File: src/rtl/pipe_stage_reg.sv
// Pipeline-stage register with valid/ready handshake, optional 2-entry skid
// buffer, synchronous flush and saturating stall/bubble counters.
// Empty slots always hold an all-zero payload so bubbles read as NOPs.
module pipe_stage_reg #(
    parameter int unsigned DATA_W = 32,
    parameter int unsigned SKID   = 1,
    parameter int unsigned CNT_W  = 16
) (
    input  logic              clk,
    input  logic              rst,
    input  logic              flush,
    input  logic              up_valid,
    output logic              up_ready,
    input  logic [DATA_W-1:0] up_data,
    output logic              dn_valid,
    input  logic              dn_ready,
    output logic [DATA_W-1:0] dn_data,
    output logic [1:0]        occupancy,
    input  logic              cnt_clr,
    output logic [CNT_W-1:0]  stall_cnt,
    output logic [CNT_W-1:0]  bubble_cnt
);

    logic              main_valid;
    logic [DATA_W-1:0] main_data;
    logic              skid_valid;

    assign dn_valid  = main_valid;
    assign dn_data   = main_data;
    assign occupancy = {1'b0, main_valid} + {1'b0, skid_valid};

    generate
        if (SKID != 0) begin : g_skid
            logic [DATA_W-1:0] skid_data;

            // Registered ready: only the skid occupancy gates acceptance.
            assign up_ready   = ~skid_valid;

            // Main/skid update. With skid full, ready is low, so the only
            // move is skid -> main when downstream drains. Otherwise main
            // refills when it is empty or draining, and a stalled main
            // diverts the accepted input into skid.
            always_ff @(posedge clk) begin
                if (rst || flush) begin
                    main_valid <= 1'b0;
                    main_data  <= '0;
                    skid_valid <= 1'b0;
                    skid_data  <= '0;
                end else if (skid_valid) begin
                    if (dn_ready) begin
                        main_valid <= 1'b1;
                        main_data  <= skid_data;
                        skid_valid <= 1'b0;
                        skid_data  <= '0;
                    end
                end else if (!main_valid || dn_ready) begin
                    main_valid <= up_valid;
                    main_data  <= up_valid ? up_data : '0;
                end else if (up_valid) begin
                    skid_valid <= 1'b1;
                    skid_data  <= up_data;
                end
            end
        end else begin : g_noskid
            assign skid_valid = 1'b0;

            // Combinational ready: accept when empty or draining this cycle.
            assign up_ready   = ~main_valid | dn_ready;

            // Single register: load (or load a bubble) whenever ready, else hold.
            always_ff @(posedge clk) begin
                if (rst || flush) begin
                    main_valid <= 1'b0;
                    main_data  <= '0;
                end else if (up_ready) begin
                    main_valid <= up_valid;
                    main_data  <= up_valid ? up_data : '0;
                end
            end
        end
    endgenerate

    // Stall counter: downstream holding off a valid entry; saturates, clear wins.
    always_ff @(posedge clk) begin
        if (rst || cnt_clr) begin
            stall_cnt <= '0;
        end else if (main_valid && !dn_ready && (stall_cnt != '1)) begin
            stall_cnt <= stall_cnt + 1'b1;
        end
    end

    // Bubble counter: downstream ready with nothing to take; saturates, clear wins.
    always_ff @(posedge clk) begin
        if (rst || cnt_clr) begin
            bubble_cnt <= '0;
        end else if (!main_valid && dn_ready && (bubble_cnt != '1)) begin
            bubble_cnt <= bubble_cnt + 1'b1;
        end
    end

endmodule

File: config.mk
export PLATFORM = sky130hd
export DESIGN_NAME = pipe_stage_reg
export DESIGN_NICKNAME = d
export VERILOG_FILES = /design/src/rtl/pipe_stage_reg.sv
export SDC_FILE = /design/constraint.sdc
export NUM_CORES = 1
export LEC_CHECK = 0
export CAP_MARGIN = 20
export CORE_MARGIN = 2
export CORE_UTILIZATION = 53
export CTS_CLUSTER_SIZE = 40
export DETAILED_ROUTE_END_ITERATION = 8
export PLACE_DENSITY = 0.86
export SYNTH_ARGS = -nofsm -noshare
export SYNTH_HDL_FRONTEND = slang
export SYNTH_SLANG_ARGS = --single-unit
File: constraint.sdc
create_clock -name clk -period 4.2 [get_ports clk]
set_clock_uncertainty 0.15 [all_clocks]
set_input_delay 0.42 -clock clk [delete_from_list [all_inputs] [get_ports clk]]
set_output_delay 0.42 -clock clk [all_outputs]
set_load 0.02 [all_outputs]
==> qor.yml, run 1 <==
status:
  status: "finished clean"
synthesis:
  synth_nets: 504
  ys.flop_type: "dfxtp_1"
  synthXorXnorAreaFrac: 0.00421
  yosysMostFrequentCell: "dfxtp_1"
  synthAdderAreaFrac: 0.00902
  synth-async-reset-ratio: 0
  synth_common_cells: "dfxtp_1, nor2_1, a22oi_1"
  synth_edf_count: 0
  yosysUniqueCellTypes: 51
  muxShareOfSynthArea: 0.00481
  synthSimpleGateAreaFrac: 0.204
  syn_area_per_cell_um2: 8.99
  synth_seq_cells: 98
  synth-compound-area-share: 0.261
  synth.top_cell.area_share: 0.471
  ys_top_cells_by_area: "dfxtp_1, a22oi_1, nor2_1, a211oi_1, a21oi_1"
  syn_inst: 463
  yosys_warnings: 0
  synth_top_family_by_area: "compound AO/OA/AOI/OAI gates"
  synth_area_leader_cell: "dfxtp_1"
  synth_area_mm2: 0.00416
  yosysSeqAreaShare: 0.471
grt:
  antenna_found_initial: 0
  grt-ovfl-total: 0
  grt.total_usage: 0.234
  grt_max_degree: 65
  grt_pass1_vias: 3519
  grt_pass1_wl_mm: 16.4
clocking:
  cts.path.max_buffers: 2
  ctsResizeCount: 0
  clk_pin_slew_worst_paths_ps: 90
  holdBufCountCts: 0
  cts_max_level: 3
  numCtsBuffers: 9
  cts_setup_buffers: 0
  insertion_delay_ps: 350
  tritoncts: "yes"
  clock_sinks: 98
  root_buffer: "clkbuf_8"
route:
  routed-wl-met2_mm: 4.85
  vias: 3908
  drc_errors: 0
  wl_met1_mm: 4.45
  drt_pass1_iterations: 5
  wl_per_cell_um: 15.4
  detail_route.wirelength_mm: 10.1
  drtIter0Drc: 180
  dr_wl_met3_um: 596
  via_per_inst: 5.97
  routed.top_layer: "met4"
  ant_nets: 0
cells_and_area:
  drive_gt1_frac: 0.0705
  seq_area_mm2: 0.00196
  syn_to_final_growth_pct: 30.2
  fill_cells: 591
  nets: 589
  finalNonFillerCells: 655
  multiInputGateArea_mm2: 0.00203
  diodes: 0
die:
  pin_count: 106
  start_util: 0.544
  die_h_um: 92.6
  fp.dieArea_mm2: 0.00858
  fp-row-count: 32
  die_w_um: 92.6
  design.core.area_mm2: 0.00765
power_and_ir_drop:
  pwr-share-seq: 0.581
  p_switching_mw: 0.405
  p_sw_frac: 0.247
  power_leakage_nw: 1.86
  clkPwrFrac: 0.327
  p_int_mw: 1.23
  peakVddDrop_v: 0.000207
  power_mw: 1.64
  power.density_mw_per_mm2: 302
  comb_power_share: 0.092
timing:
  fin_crit_sh: 0.583
  slew_headroom: 0.470
  fin_hold_ws_ps: 346
  tightest_slew_ps: 792
  timing.final.crit_period_ps: 2450
  slew_viol_final: 0
  rsz0062_at_grt: "no"
  hold_violations: 0
  setup_viol: 0
  max_freq_mhz: 409
  fin_tns_setup_ps: 0
setup_path:
  endpoint_kind: "output port"
  crit_type: "flip-flop to output port"
  crit_path_start_kind: "flip-flop"
  crit_required_ps: 3630
  rrSetupSlack_ps: 1840
  crit_fanout: 13
  crit_arrival_ps: 1880
worst_hold_path:
  hp-class: "flip-flop to flip-flop"
placement:
  dp_cells: 638
  place_congestion: 0.875
  hpwl_mm: 6.82
  io_buffers: 105
flow_run:
  maxCapViolCount: 0
layout make-up:
class,count,share of cell area
repair buffers,112,0.206
well taps,102,0.0235
multi-input cells,322,0.374
inverters,5,0.00346
clock inverters,6,0.00785
clock buffers,10,0.0235
flip-flops and latches,98,0.362
critical path: stages, from the launching register on:
cell and delay (ps):
dfxtp_1 650, ha_1 270, clkdlybuf4s50_1 610
power groups by stage:
stage	Sequential (mW)	Combinational, mW	Clock [mW]
global placement	0.973	0.147	0
CTS	0.952	0.152	0.550
finish	0.952	0.151	0.535
floorplan	0.986	0.0609	0
detailed placement	0.973	0.152	0
global route	0.954	0.164	0.591
kinds of logic after synthesis:
| group | after synthesis |
|---|---|
| multiplexers | 2 |
| flip-flops | 98 |
| adder cells (fa/ha/maj) | 3 |
| XOR/XNOR | 2 |
| AND/OR/NAND/NOR | 160 |
| AO/OA/AOI/OAI | 155 |
| buffers and inverters | 43 |
worst paths after layout:
kind,end,startpoint,cells past startpoint
setup / recovery,occupancy[1],dn_valid,2
hold / removal,bubble_cnt[3],bubble_cnt[3],2
setup reg to reg,g_skid.skid_data[3],skid_valid,6
hold reg to reg,bubble_cnt[3],bubble_cnt[3],2
registers in the layout, summed over array words and instances, names as in the netlist:
name and cells:
skid_valid 1, bubble_cnt 16, g_skid.skid_data 32, dn_data 32, dn_valid 1, stall_cnt 16
stage by stage:
stage	worst slack [ps]	utilization	instance area (µm²)
floorplan	2260	-	4160
global placement	1530	0.683	5220
detailed placement	1530	0.686	5240
CTS	1740	0.708	5410
global route	1630	0.709	5420
finish	1750	0.709	5420
cells in the final DEF (no fill, tap or decap), drive strengths merged, types with 3 or more instances in the layout:
cell type,Yosys,routed
dfxtp,98,98
a21oi,22,22
nand4b,3,3
or2,3,3
o31ai,10,10
clkinv,0,3
ha,3,3
buf,8,7
inv,5,6
nand2,19,19
nor3,3,3
clkbuf,30,10
nor2,70,70
a22oi,64,64
or3,13,13
a211oi,34,34
o21ai,13,13
and3,5,5
clkdlybuf4s50,0,105
nand4,12,12
or4,9,9
nor4,5,5
nand3,6,6
routing by layer:
metal / vias up / track usage
met1: 1841 / 0.303
met3: 10 / 0.0504
met5: - / 0
met4: 0 / 0.0735
li1: 1928 / -
met2: 129 / 0.392
No activity file was read; power rests on OpenSTA's default activity.
==> run 2, diff against run 1 <==
--- a/config.mk
+++ b/config.mk
@@ -7,10 +7,10 @@
 export LEC_CHECK = 0
 export CAP_MARGIN = 20
 export CORE_MARGIN = 2
-export CORE_UTILIZATION = 53
+export CORE_UTILIZATION = 49
 export CTS_CLUSTER_SIZE = 40
 export DETAILED_ROUTE_END_ITERATION = 8
-export PLACE_DENSITY = 0.86
+export PLACE_DENSITY = 0.8
 export SYNTH_ARGS = -nofsm -noshare
 export SYNTH_HDL_FRONTEND = slang
 export SYNTH_SLANG_ARGS = --single-unit
==> constraint.sdc (replaced) <==
create_clock -name clk -period 2.4 [get_ports clk]
set_clock_uncertainty 0.15 [all_clocks]
set_input_delay 0.24 -clock clk [delete_from_list [all_inputs] [get_ports clk]]
set_output_delay 0.24 -clock clk [all_outputs]
set_load 0.02 [all_outputs]
==> run 2 against run 1 <==
  * Setup slack worse by 1700 ps
  * Register-to-register slack worse by 1500 ps
  * Non-clock buffer count is 7 higher
  * Global-route usage is 0.18 points lower
  * Utilization is 3.5 points lower
  * Worst hold slack better by 4.9 ps
  * Flip-flop and latch count stayed put
  * Sequential share of layout area is 0.76 points lower
  * Critical path depth is 1 higher
  * First-iteration DRC count is 19% higher
  * Final cell count is 1.5% higher
  * Routed wire length is 4.1% higher
==> qor.yml, run 2 (synthesized netlist as in run 1, its figures left out) <==
setup_path:
  timing.rr.end: "stall_cnt[15]"
  reg2reg_from: "dn_valid"
  crit_arrival_ps: 1920
  crit_required_ps: 2010
  r2r_cells: 4
  crit_type: "flip-flop to output port"
  crit_fanout: 11
  crit_path_start_kind: "flip-flop"
  rrSetupSlack_ps: 380
  endpoint_kind: "output port"
die:
  die_w_um: 96.2
  pin_count: 106
  start_util: 0.506
  die_h_um: 96.2
  fp-row-count: 33
  fp.dieArea_mm2: 0.00925
  design.core.area_mm2: 0.00822
grt:
  grt_pass1_wl_mm: 17.0
  grt_pass1_vias: 3740
  grt_max_degree: 67
  antenna_found_initial: 0
  grt.total_usage: 0.232
  grt-ovfl-total: 0
placement:
  dp_cells: 649
  place_congestion: 0.856
  hpwl_mm: 7.01
  io_buffers: 105
clocking:
  insertion_delay_ps: 350
  cts_max_level: 3
  cts.path.max_buffers: 2
  numCtsBuffers: 9
  holdBufCountCts: 0
  root_buffer: "clkbuf_8"
  tritoncts: "yes"
  clock_sinks: 98
  clk_pin_slew_worst_paths_ps: 90
  ctsResizeCount: 0
  cts_setup_buffers: 0
worst_hold_path:
  whs_endpoint: "dn_data[23]"
  min_path_cells: 2
  min_from: "dn_data[23]"
  hp-class: "flip-flop to flip-flop"
timing:
  rsz0062_at_grt: "no"
  setup_viol: 0
  fin_crit_sh: 0.961
  slew_headroom: 0.544
  hold_violations: 0
  slew_viol_final: 0
  max_freq_mhz: 434
  timing.final.crit_period_ps: 2310
  tightest_slew_ps: 685
  fin_tns_setup_ps: 0
power_and_ir_drop:
  power_leakage_nw: 1.93
  peakVddDrop_v: 0.000327
  power.density_mw_per_mm2: 558
cells_and_area:
  drive_gt1_frac: 0.0821
  nets: 596
  final_core_util: 0.674
  finalNonFillerCells: 665
  syn_to_final_growth_pct: 33.0
  mostFrequentLayoutCells: "clkdlybuf4s50_1, dfxtp_1, nor2_1, a22oi_1, a211oi_1"
  final_common_cell: "clkdlybuf4s50_1"
  diodes: 0
route:
  ant_nets: 0
  drt_pass1_iterations: 5
  via_per_inst: 5.96
  drc_errors: 0
  vias: 3965
  drtIter0Drc: 215
  wl_per_cell_um: 15.8
  detail_route.wirelength_mm: 10.5
status:
  status: "finished clean"
flow_run:
  maxCapViolCount: 0
-- run 2: cell types whose count changed in the layout (fill, tap and decap cells not counted) --
cell,before,now
clkinvlp_4,2,1
clkinv_2,2,1
buf_4,6,12
bufinv_16,0,2
buf_12,1,2
-- run 2: area by class of cell --
cell class,instances,area (µm²)
fillers,668,2680
inverters,5,18.8
clock buffers,10,128
multi-input cells,322,2030
repair buffers,119,1180
clock inverters,6,90.1
flip-flops and latches,98,1960
well taps,105,131
-- run 2: per-stage QoR --
stage               area [µm²]  hold slack [ps]  setup WS (ps)  total power, mW
floorplan                 4160              251            462             1.83
detailed placement        5320              336            204             1.97
global route              5540              360           13.6             3.20
CTS                       5540              350           78.8             3.12
global placement          5320              328            228             1.97
finish                    5540              351           93.8             3.09
-- run 2: routing by layer --
layer / track usage / share of wire
met4: 0.0845 / 0.014
met2: 0.394 / 0.48
met1: 0.291 / 0.43
met3: 0.0486 / 0.074
met5: 0 / 0
-- run 2: worst max-delay path, cell delays in order (launching register included) --
cell and delay, ps:
dfxtp_1 560, buf_4 210, ha_1 190, clkdlybuf4s50_1 610
-- run 2: worst max path at each step --
stage / start / endpoint / slack, ps / depth (start not counted)
after floorplan: stall_cnt[2] / stall_cnt[15] / 460 / 5
after global placement: dn_ready / stall_cnt[15] / 230 / 5
after detailed placement: dn_ready / stall_cnt[15] / 200 / 5
after CTS: dn_valid / occupancy[0] / 80 / 3
after global routing: dn_valid / occupancy[0] / 10 / 3
final: dn_valid / occupancy[1] / 90 / 3
-- run 2: where the power goes --
part / internal (mW) / total [mW] / switching (mW)
Sequential: 1.65 / 1.67 / 0.0166
Clock: 0.592 / 1.16 / 0.563
Combinational: 0.136 / 0.271 / 0.135
Total: 2.38 / 3.09 / 0.715
==> run 3, diff against run 2 <==
==> constraint.sdc (replaced) <==
create_clock -name clk -period 2.4 [get_ports clk]
set_clock_uncertainty 0.15 [all_clocks]
set_input_delay 0.72 -clock clk [delete_from_list [all_inputs] [get_ports clk]]
set_output_delay 0.72 -clock clk [all_outputs]
set_load 0.02 [all_outputs]
==> run 3 against run 2 <==
  * Sequential power hardly changed
  * Power is 4.7% lower
  * Setup slack worse by 42 ps
  * Register-to-register slack better by 20 ps
  * Critical path depth is 2 lower
  * Final cell count is 2.6% higher
  * Utilization is 1.9 points higher
  * Die area stayed put
  * First-iteration DRC count is 17% lower
  * Worst hold slack hardly changed
  * Largest cell class unchanged
==> qor.yml, run 3 (synthesized netlist as in run 1, its figures left out) <==
grt:
  grt-ovfl-total: 0
  grt.total_usage: 0.241
  antenna_found_initial: 0
  grt_pass1_wl_mm: 17.6
  grt_max_degree: 67
  grt_pass1_vias: 3808
timing:
  max_freq_mhz: 426
  fin_ws_ps: 51.3
  timing.final.crit_period_ps: 2350
  tightest_slew_ps: 637
  fin_crit_sh: 0.979
  hold_violations: 0
  slew_viol_final: 0
  setup_viol: 0
  rsz0062_at_grt: "no"
  slew_headroom: 0.571
power_and_ir_drop:
  power.density_mw_per_mm2: 518
  peakVddDrop_v: 0.000379
  power_leakage_nw: 2.15
placement:
  place_congestion: 0.884
  hpwl_mm: 7.40
  io_buffers: 105
  pre_cts_ws_ps: -283
die:
  die_w_um: 96.2
  fp-row-count: 33
  pin_count: 106
  start_util: 0.506
  die_h_um: 96.2
  fp.dieArea_mm2: 0.00925
  design.core.area_mm2: 0.00822
route:
  wl_per_cell_um: 15.9
  detail_route.wirelength_mm: 10.8
  ant_nets: 0
  via_per_inst: 5.95
  drc_errors: 0
  vias: 4055
  drtIter0Drc: 179
  drt_pass1_iterations: 4
setup_path:
  crit_slowest_cell: "clkdlybuf4s50_1"
  max_stage_delay_ps: 650
  endpoint_kind: "output port"
  crit_path_start_kind: "flip-flop"
  crit_arrival_ps: 1480
  worstPathCellList: "clkdlybuf4s50_1"
  crit_type: "flip-flop to output port"
  path_delay_family: "buffers and inverters"
  worst-path-buf-inv: 1
  crit_fanout: 7
  crit_required_ps: 1530
clocking:
  holdBufCountCts: 0
  clock_sinks: 98
  cts.path.max_buffers: 2
  tritoncts: "yes"
  cts_setup_buffers: 0
  root_buffer: "clkbuf_8"
  insertion_delay_ps: 370
  cts_max_level: 3
  clk_pin_slew_worst_paths_ps: 90
  numCtsBuffers: 9
cells_and_area:
  multiInputGateArea_mm2: 0.00203
  diodes: 0
  nets: 613
  syn_to_final_growth_pct: 36.7
  drive_gt1_frac: 0.111
  final_core_util: 0.693
  seq_area_mm2: 0.00196
  mostFrequentLayoutCells: "dfxtp_1, clkdlybuf4s50_1, nor2_1, a22oi_1, a211oi_1"
  fill_cells: 681
  final_common_cell: "dfxtp_1"
status:
  status: "finished clean"
flow_run:
  maxCapViolCount: 0
worst_hold_path:
  hp-class: "flip-flop to flip-flop"
-- run 3: changes by cell type in the layout (fill, tap and decap cells not counted), sizes merged --
| cell | before | now |
|---|---|---|
| buf | 14 | 31 |
| bufinv | 2 | 0 |
| clkbuf | 10 | 9 |
| clkdlybuf4s50 | 105 | 95 |
| dlygate4sd2 | 0 | 3 |
| dlymetal6s2s | 0 | 7 |
| inv | 6 | 9 |
-- run 3: repair_timing --
item | CTS | global route
gates resized for setup | 3 | 7
setup endpoints to repair | 3 | 7
gates cloned | 0 | 0
-- run 3: worst paths after layout --
check	slack [ps]	depth (start not counted)	start	endpoint
worst max-delay path	50	1	stall_cnt[3]	stall_cnt[3]
worst min-delay path	350	2	bubble_cnt[15]	bubble_cnt[15]
worst max register to register	400	6	stall_cnt[0]	stall_cnt[5]
worst min register to register	350	2	bubble_cnt[15]	bubble_cnt[15]
-- run 3: power breakdown --
part           total, mW  internal, mW  switching, mW
registers           1.66          1.65         0.0140
clock network      0.993         0.392          0.601
logic              0.290         0.148          0.142
total               2.95          2.19          0.757
-- run 3: cell type report --
cell class	count	share of cell area
Timing Repair Buffer	136	0.241
Tap cell	105	0.0231
Clock inverter	7	0.00989
Clock buffer	9	0.0218
Multi-Input combinational cell	322	0.356
Sequential cell	98	0.345
Inverter	5	0.00330
-- run 3: metal layers --
metal | wire, µm | share of wire | GRT usage | vias up
li1 | - | - | - | 1975
met3 | 747 | 0.069 | 0.0509 | 5
met1 | 4540 | 0.42 | 0.297 | 1959
met4 | 59 | 0.0054 | 0.0845 | 0
met5 | 0 | 0 | 0 | -
met2 | 5500 | 0.51 | 0.416 | 116
-- run 3: per-stage QoR --
| step | instance area [µm²] | cells | power [mW] | hold slack, ps | setup TNS, ps |
|---|---|---|---|---|---|
| floorplan | 4160 | 463 | 1.83 | 316 | 0 |
| detailed placement | 5500 | 666 | 1.99 | 333 | -5000 |
| global placement | 5500 | 666 | 1.99 | 328 | -3660 |
| finish | 5690 | 682 | 2.95 | 351 | 0 |
| CTS | 5670 | 682 | 2.97 | 350 | 0 |
| global route | 5690 | 682 | 3.06 | 371 | 0 |
==> patch 1, RTL diff (config.mk and constraints of run 2) <==
`SKID`: 1 -> 0.
--- a/src/rtl/pipe_stage_reg.sv
+++ b/src/rtl/pipe_stage_reg.sv
@@ -5,3 +5,3 @@
     parameter int unsigned DATA_W = 32,
-    parameter int unsigned SKID   = 1,
+    parameter int unsigned SKID   = 0,
     parameter int unsigned CNT_W  = 16
Behaviour: not the same (Yosys sat finds a counterexample within 4 cycles, from zero or initial values).
==> patch 1 against run 2 <==
- register-to-register slack got worse by 0.03 ns
- setup slack improved by 0.25 ns
- utilization increased by 6.2 points
- power decreased by 29%
- routed wire length decreased by 29%
- critical path depth increased by 2
- sequential power decreased by 34%
- sequential cell count decreased by 33
- largest cell class unchanged
- critical endpoint is now stall_cnt[13]
- final area decreased by 26%
- highest routed layer unchanged
- synthesized area decreased by 32%
==> patch 1: results (changes against run 2) <==
| Metric | Value |
|---|---|
| Via/cell ratio | 5.65 (-5.2%) |
| Leakage | 1.34 nW (-30%) |
| Worst hold endpoint | dn_data[8] |
| Adder-cell share of the synthesized area | 0.885% (-0.017 points) |
| Compound-Gate Fraction of Synth Area | 18.6% (-7.4 points) |
| Nets | 481 (-19%) |
| Status | complete, no violations |
| Slowest-stage cell, CP | or4_1 |
| WL met3 | 676 microns (-13%) |
| Worst reg-to-reg setup slack | 0.35 ns (-0.03 ns) |
| Met3 Track Usage GR | 9.84% (+5.0 points) |
| Detailed Route Iter0 Violations | 118 (-45%) |
| Post-synthesis mux area share | 0.354% (-0.13 points) |
| GRT Util Overall | 24.1% (+0.87 points) |
| Reg2reg start | stall_cnt[0] |
| Initial DRT Pass Iterations | 4 (-1) |
| Met1 WL | 3130 microns (-31%) |
| Post-synth top cells | dfxtp_1, a21oi_1, nand2_1 |
| Cell variety after synth | 42 (-18%) |
| First-pass GRT wire length | 12100 microns (-29%) |
| Worst path arrival time | 2.17 ns (+0.25 ns) |
| Layout cell share with drive strength beyond 1 | 6.29% (-1.9 points) |
| Synth area leaders | dfxtp_1, a21oi_1, nand3_1 |
| Hold path start | dn_data[8] |
| Clock transition at path regs | 0.07 ns (-0.02 ns) |
| Routed len/inst | 14.5 microns (-8.2%) |
-- patch 1: changes by cell type in the layout (fill, tap and decap cells not counted), sizes merged, moves of 4 or more --
cell,run 2,this run
buf,14,5
nor2,70,9
nand2,19,45
a21oi,22,56
dfxtp,98,65
a22oi,64,0
nand3,6,44
nor4,5,1
a211oi,34,1
o31ai,10,6
and4,2,8
-- patch 1: cell type report --
cell class                      instances  area, sq um
Clock buffer                            9          124
Inverter                                4         15.0
Fill cell                             441         1460
Tap cell                               72         90.1
Multi-Input combinational cell        252         1410
Sequential cell                        65         1300
Timing Repair Buffer                  109         1080
Clock inverter                          6         60.1
-- patch 1: per-stage QoR --
step / cell area (sq um) / cells / power [mW] / hold WS (ns) / setup slack [ns]
final: 4080 / 517 / 2.20 / 0.300 / 0.346
after global routing: 4080 / 517 / 2.28 / 0.313 / 0.232
after CTS: 4080 / 517 / 2.21 / 0.302 / 0.349
after detailed placement: 3890 / 502 / 1.33 / 0.292 / 0.194
after global placement: 3890 / 502 / 1.33 / 0.287 / 0.213
after floorplan: 2830 / 347 / 1.22 / 0.256 / 0.326
-- patch 1: worst max-delay path by stage --
stage / slack [ns] / end / startpoint / cells past startpoint
after floorplan: 0.33 / stall_cnt[13] / stall_cnt[0] / 7
after global placement: 0.21 / bubble_cnt[15] / dn_ready / 5
after detailed placement: 0.19 / bubble_cnt[15] / dn_ready / 5
after CTS: 0.35 / stall_cnt[13] / stall_cnt[0] / 5
after global routing: 0.23 / stall_cnt[4] / stall_cnt[0] / 5
final: 0.35 / stall_cnt[13] / stall_cnt[0] / 5
-- patch 1: report_power, final --
part	switching [mW]	total [mW]	internal, mW
registers	0.0103	1.11	1.10
clock network	0.422	0.889	0.468
logic	0.0959	0.202	0.106
total	0.528	2.20	1.67
==> patch 2, RTL diff (settings of run 2) <==
Made on the original files. Register the output `bubble_cnt` once more, without a reset; this adds one clock of latency there. The other outputs are not delayed to match.
--- a/src/rtl/pipe_stage_reg.sv
+++ b/src/rtl/pipe_stage_reg.sv
@@ -22,2 +22,4 @@
 );
+
+    logic [CNT_W-1:0] bubble_cnt_s0;
 
@@ -94,6 +96,10 @@
         if (rst || cnt_clr) begin
-            bubble_cnt <= '0;
-        end else if (!main_valid && dn_ready && (bubble_cnt != '1)) begin
-            bubble_cnt <= bubble_cnt + 1'b1;
+            bubble_cnt_s0 <= '0;
+        end else if (!main_valid && dn_ready && (bubble_cnt_s0 != '1)) begin
+            bubble_cnt_s0 <= bubble_cnt_s0 + 1'b1;
         end
+    end
+
+    always_ff @(posedge clk) begin
+        bubble_cnt <= bubble_cnt_s0;
     end
Formal check against the unedited RTL: not equivalent (Yosys sat finds a counterexample within 4 cycles, from zero or initial values).
==> patch 2 against run 2 <==
- global-route usage decreased by 0.078 points
- cell count is 5.3% higher
- clock power rose by 100%
- final area up 12%
- setup slack got worse by 0.0059 ns
- largest cell class is now sequential cells
- routed wire length grew 6.5%
- via count is 5.2% higher
- register-to-register slack got worse by 0.06 ns
- fmax decreased by 0.26%
- sequential cell count increased by 16
- largest power group is now clock
- synthesized cell count up 3.0%
- synthesized area up 6.9%
- power increased by 48%
- critical path type unchanged
==> patch 2: results (changes against run 2) <==
| Metric | Value |
|---|---|
| Slowest-stage cell, CP | clkdlybuf4s50_1 |
| Post-synth top cells | dfxtp_1, nor2_1, a22oi_1 |
| Worst vdd ir | 0.515 mV (+57%) |
| Syn_nets | 518 (+2.8%) |
| Fin Hold WS | 0.231 ns (-0.121 ns) |
| Status | complete, no violations |
| Drt total wl | 11200 microns (+6.5%) |
| Cell variety after synth | 45 (-12%) |
| Routability cong. | 0.812 (-5.1%) |
| Diodes inserted | 0 (unchanged) |
| CP top delay family | buffers and inverters |
| Clock Latency Late Sink | 0.51 ns (+0.16 ns) |
| Synth async-reset ratio | 0% (unchanged) |
| Slew @ Worst Pin | 0.664 ns (-0.0206 ns) |
| Post-Synth XOR/XNOR Area | 0.590% (+0.17 points) |
| DP Worst Slack | 0.203 ns (-0.00143 ns) |
| Fmax | 432 MHz (-0.26%) |
| Post-DP HPWL | 7300 microns (+4.1%) |
| Port Buffers | 105 (unchanged) |
| Vias | 4172 (+5.2%) |
| Setup Buffers After CTS | 0 (unchanged) |
| Register area share after synthesis | 51.3% (+4.1 points) |
| R2r worst-path depth | 5 (+1) |
| H-tree levels | 4 (+1) |
| Clock transition at path regs | 0.05 ns (-0.04 ns) |
| Adder-cell share of the synthesized area | 0.843% (-0.059 points) |
| Initial DRT Pass Iterations | 5 (unchanged) |
| Type of the worst min-delay path | register to register |
| Leakage | 2.20 nW (+14%) |
| First-pass GRT wire length | 18500 microns (+8.9%) |
| Hold Crit Depth | 0 (-2) |
| Post-CTS sizing | 0 (unchanged) |
| GRT Util Overall | 23.2% (-0.078 points) |
| Detailed Route Iter0 Violations | 281 (+31%) |
| Initial antenna violation count | 0 (unchanged) |
| Worst reg-to-reg setup slack | 0.32 ns (-0.06 ns) |
| Cts bufs inserted | 17 (+8) |
| Largest net degree at the start of global routing | 67 (unchanged) |
| Compound-Gate Fraction of Synth Area | 24.5% (-1.6 points) |
| Clk buf depth | 2 (unchanged) |
| Layout cell share with drive strength beyond 1 | 9.46% (+1.2 points) |
| Post-synthesis mux area share | 0.675% (+0.19 points) |
| Ys Warns | 0 (unchanged) |
| Via count of the first global-routing pass | 3910 (+4.5%) |
| Nets | 620 (+4.0%) |
| Fill cells | 700 (+4.8%) |
| CTS root buf | clkbuf_8 |
| Final hold viol count | 0 (unchanged) |
| Synth area leaders | dfxtp_1, a22oi_1, nor2_1 |
| Top_reg_cell synth | dfxtp_1 |
| Max stage delay on crit path | 0.57 ns (-0.04 ns) |
## patch 2: changes by cell type after synthesis, sizes merged, moves of 3 or more
cell / run 2 / this run
a21oi: 22 / 25
clkbuf: 30 / 27
nand4b: 3 / 0
nand2: 19 / 15
nand3: 6 / 9
nand2b: 0 / 3
dfxtp: 98 / 114
nor2: 70 / 75
## patch 2: routing by layer
metal | wire length [microns] | vias to the layer above | part of all wire, % | global-route usage (%)
li1 | - | 2015 | - | -
met1 | 4660 | 1999 | 42 | 27.4
met2 | 5520 | 139 | 49 | 39.1
met3 | 767 | 19 | 6.9 | 6.89
met4 | 206 | 0 | 1.8 | 10.1
met5 | 0 | - | 0 | 0
## patch 2: area by class of cell
cell class / instances / share of cell area (%)
clock buffers: 18 / 6.88
clock inverters: 14 / 2.21
inverters: 4 / 0.241
multi-input cells: 324 / 32.9
flip-flops and latches: 114 / 36.7
well taps: 108 / 2.17
repair buffers: 118 / 18.9
## patch 2: report_power, final
part / internal [mW] / total (mW) / switching (mW)
Clock: 1.49 / 2.37 / 0.874
Combinational: 0.137 / 0.276 / 0.140
Sequential: 1.92 / 1.94 / 0.0167
## patch 2: final timing paths
check                                      start             to
worst max-delay path                    dn_valid   occupancy[0]
worst min-delay path            bubble_cnt_s0[1]  bubble_cnt[1]
worst max register to register      stall_cnt[0]   stall_cnt[1]
worst min register to register  bubble_cnt_s0[1]  bubble_cnt[1]
## patch 2: cell families (layout without fill, tap and decap cells)
group,count (synthesis),count (layout)
adders and majority gates,3,3
AOI/OAI and AO/OA,154,154
DFF,114,114
xor gates and xnor gates,3,3
and+or+nand+nor,161,161
buffers and inverters,39,154
muxes,3,3
## patch 2: through the flow
| step | util [%] | cell area [sq um] | instances |
|---|---|---|---|
| floorplan | - | 4450 | 477 |
| global route | 70.9 | 6220 | 700 |
| global placement | 64.5 | 5650 | 668 |
| finish | 70.9 | 6220 | 700 |
| detailed placement | 64.5 | 5650 | 668 |
| CTS | 70.9 | 6220 | 700 |
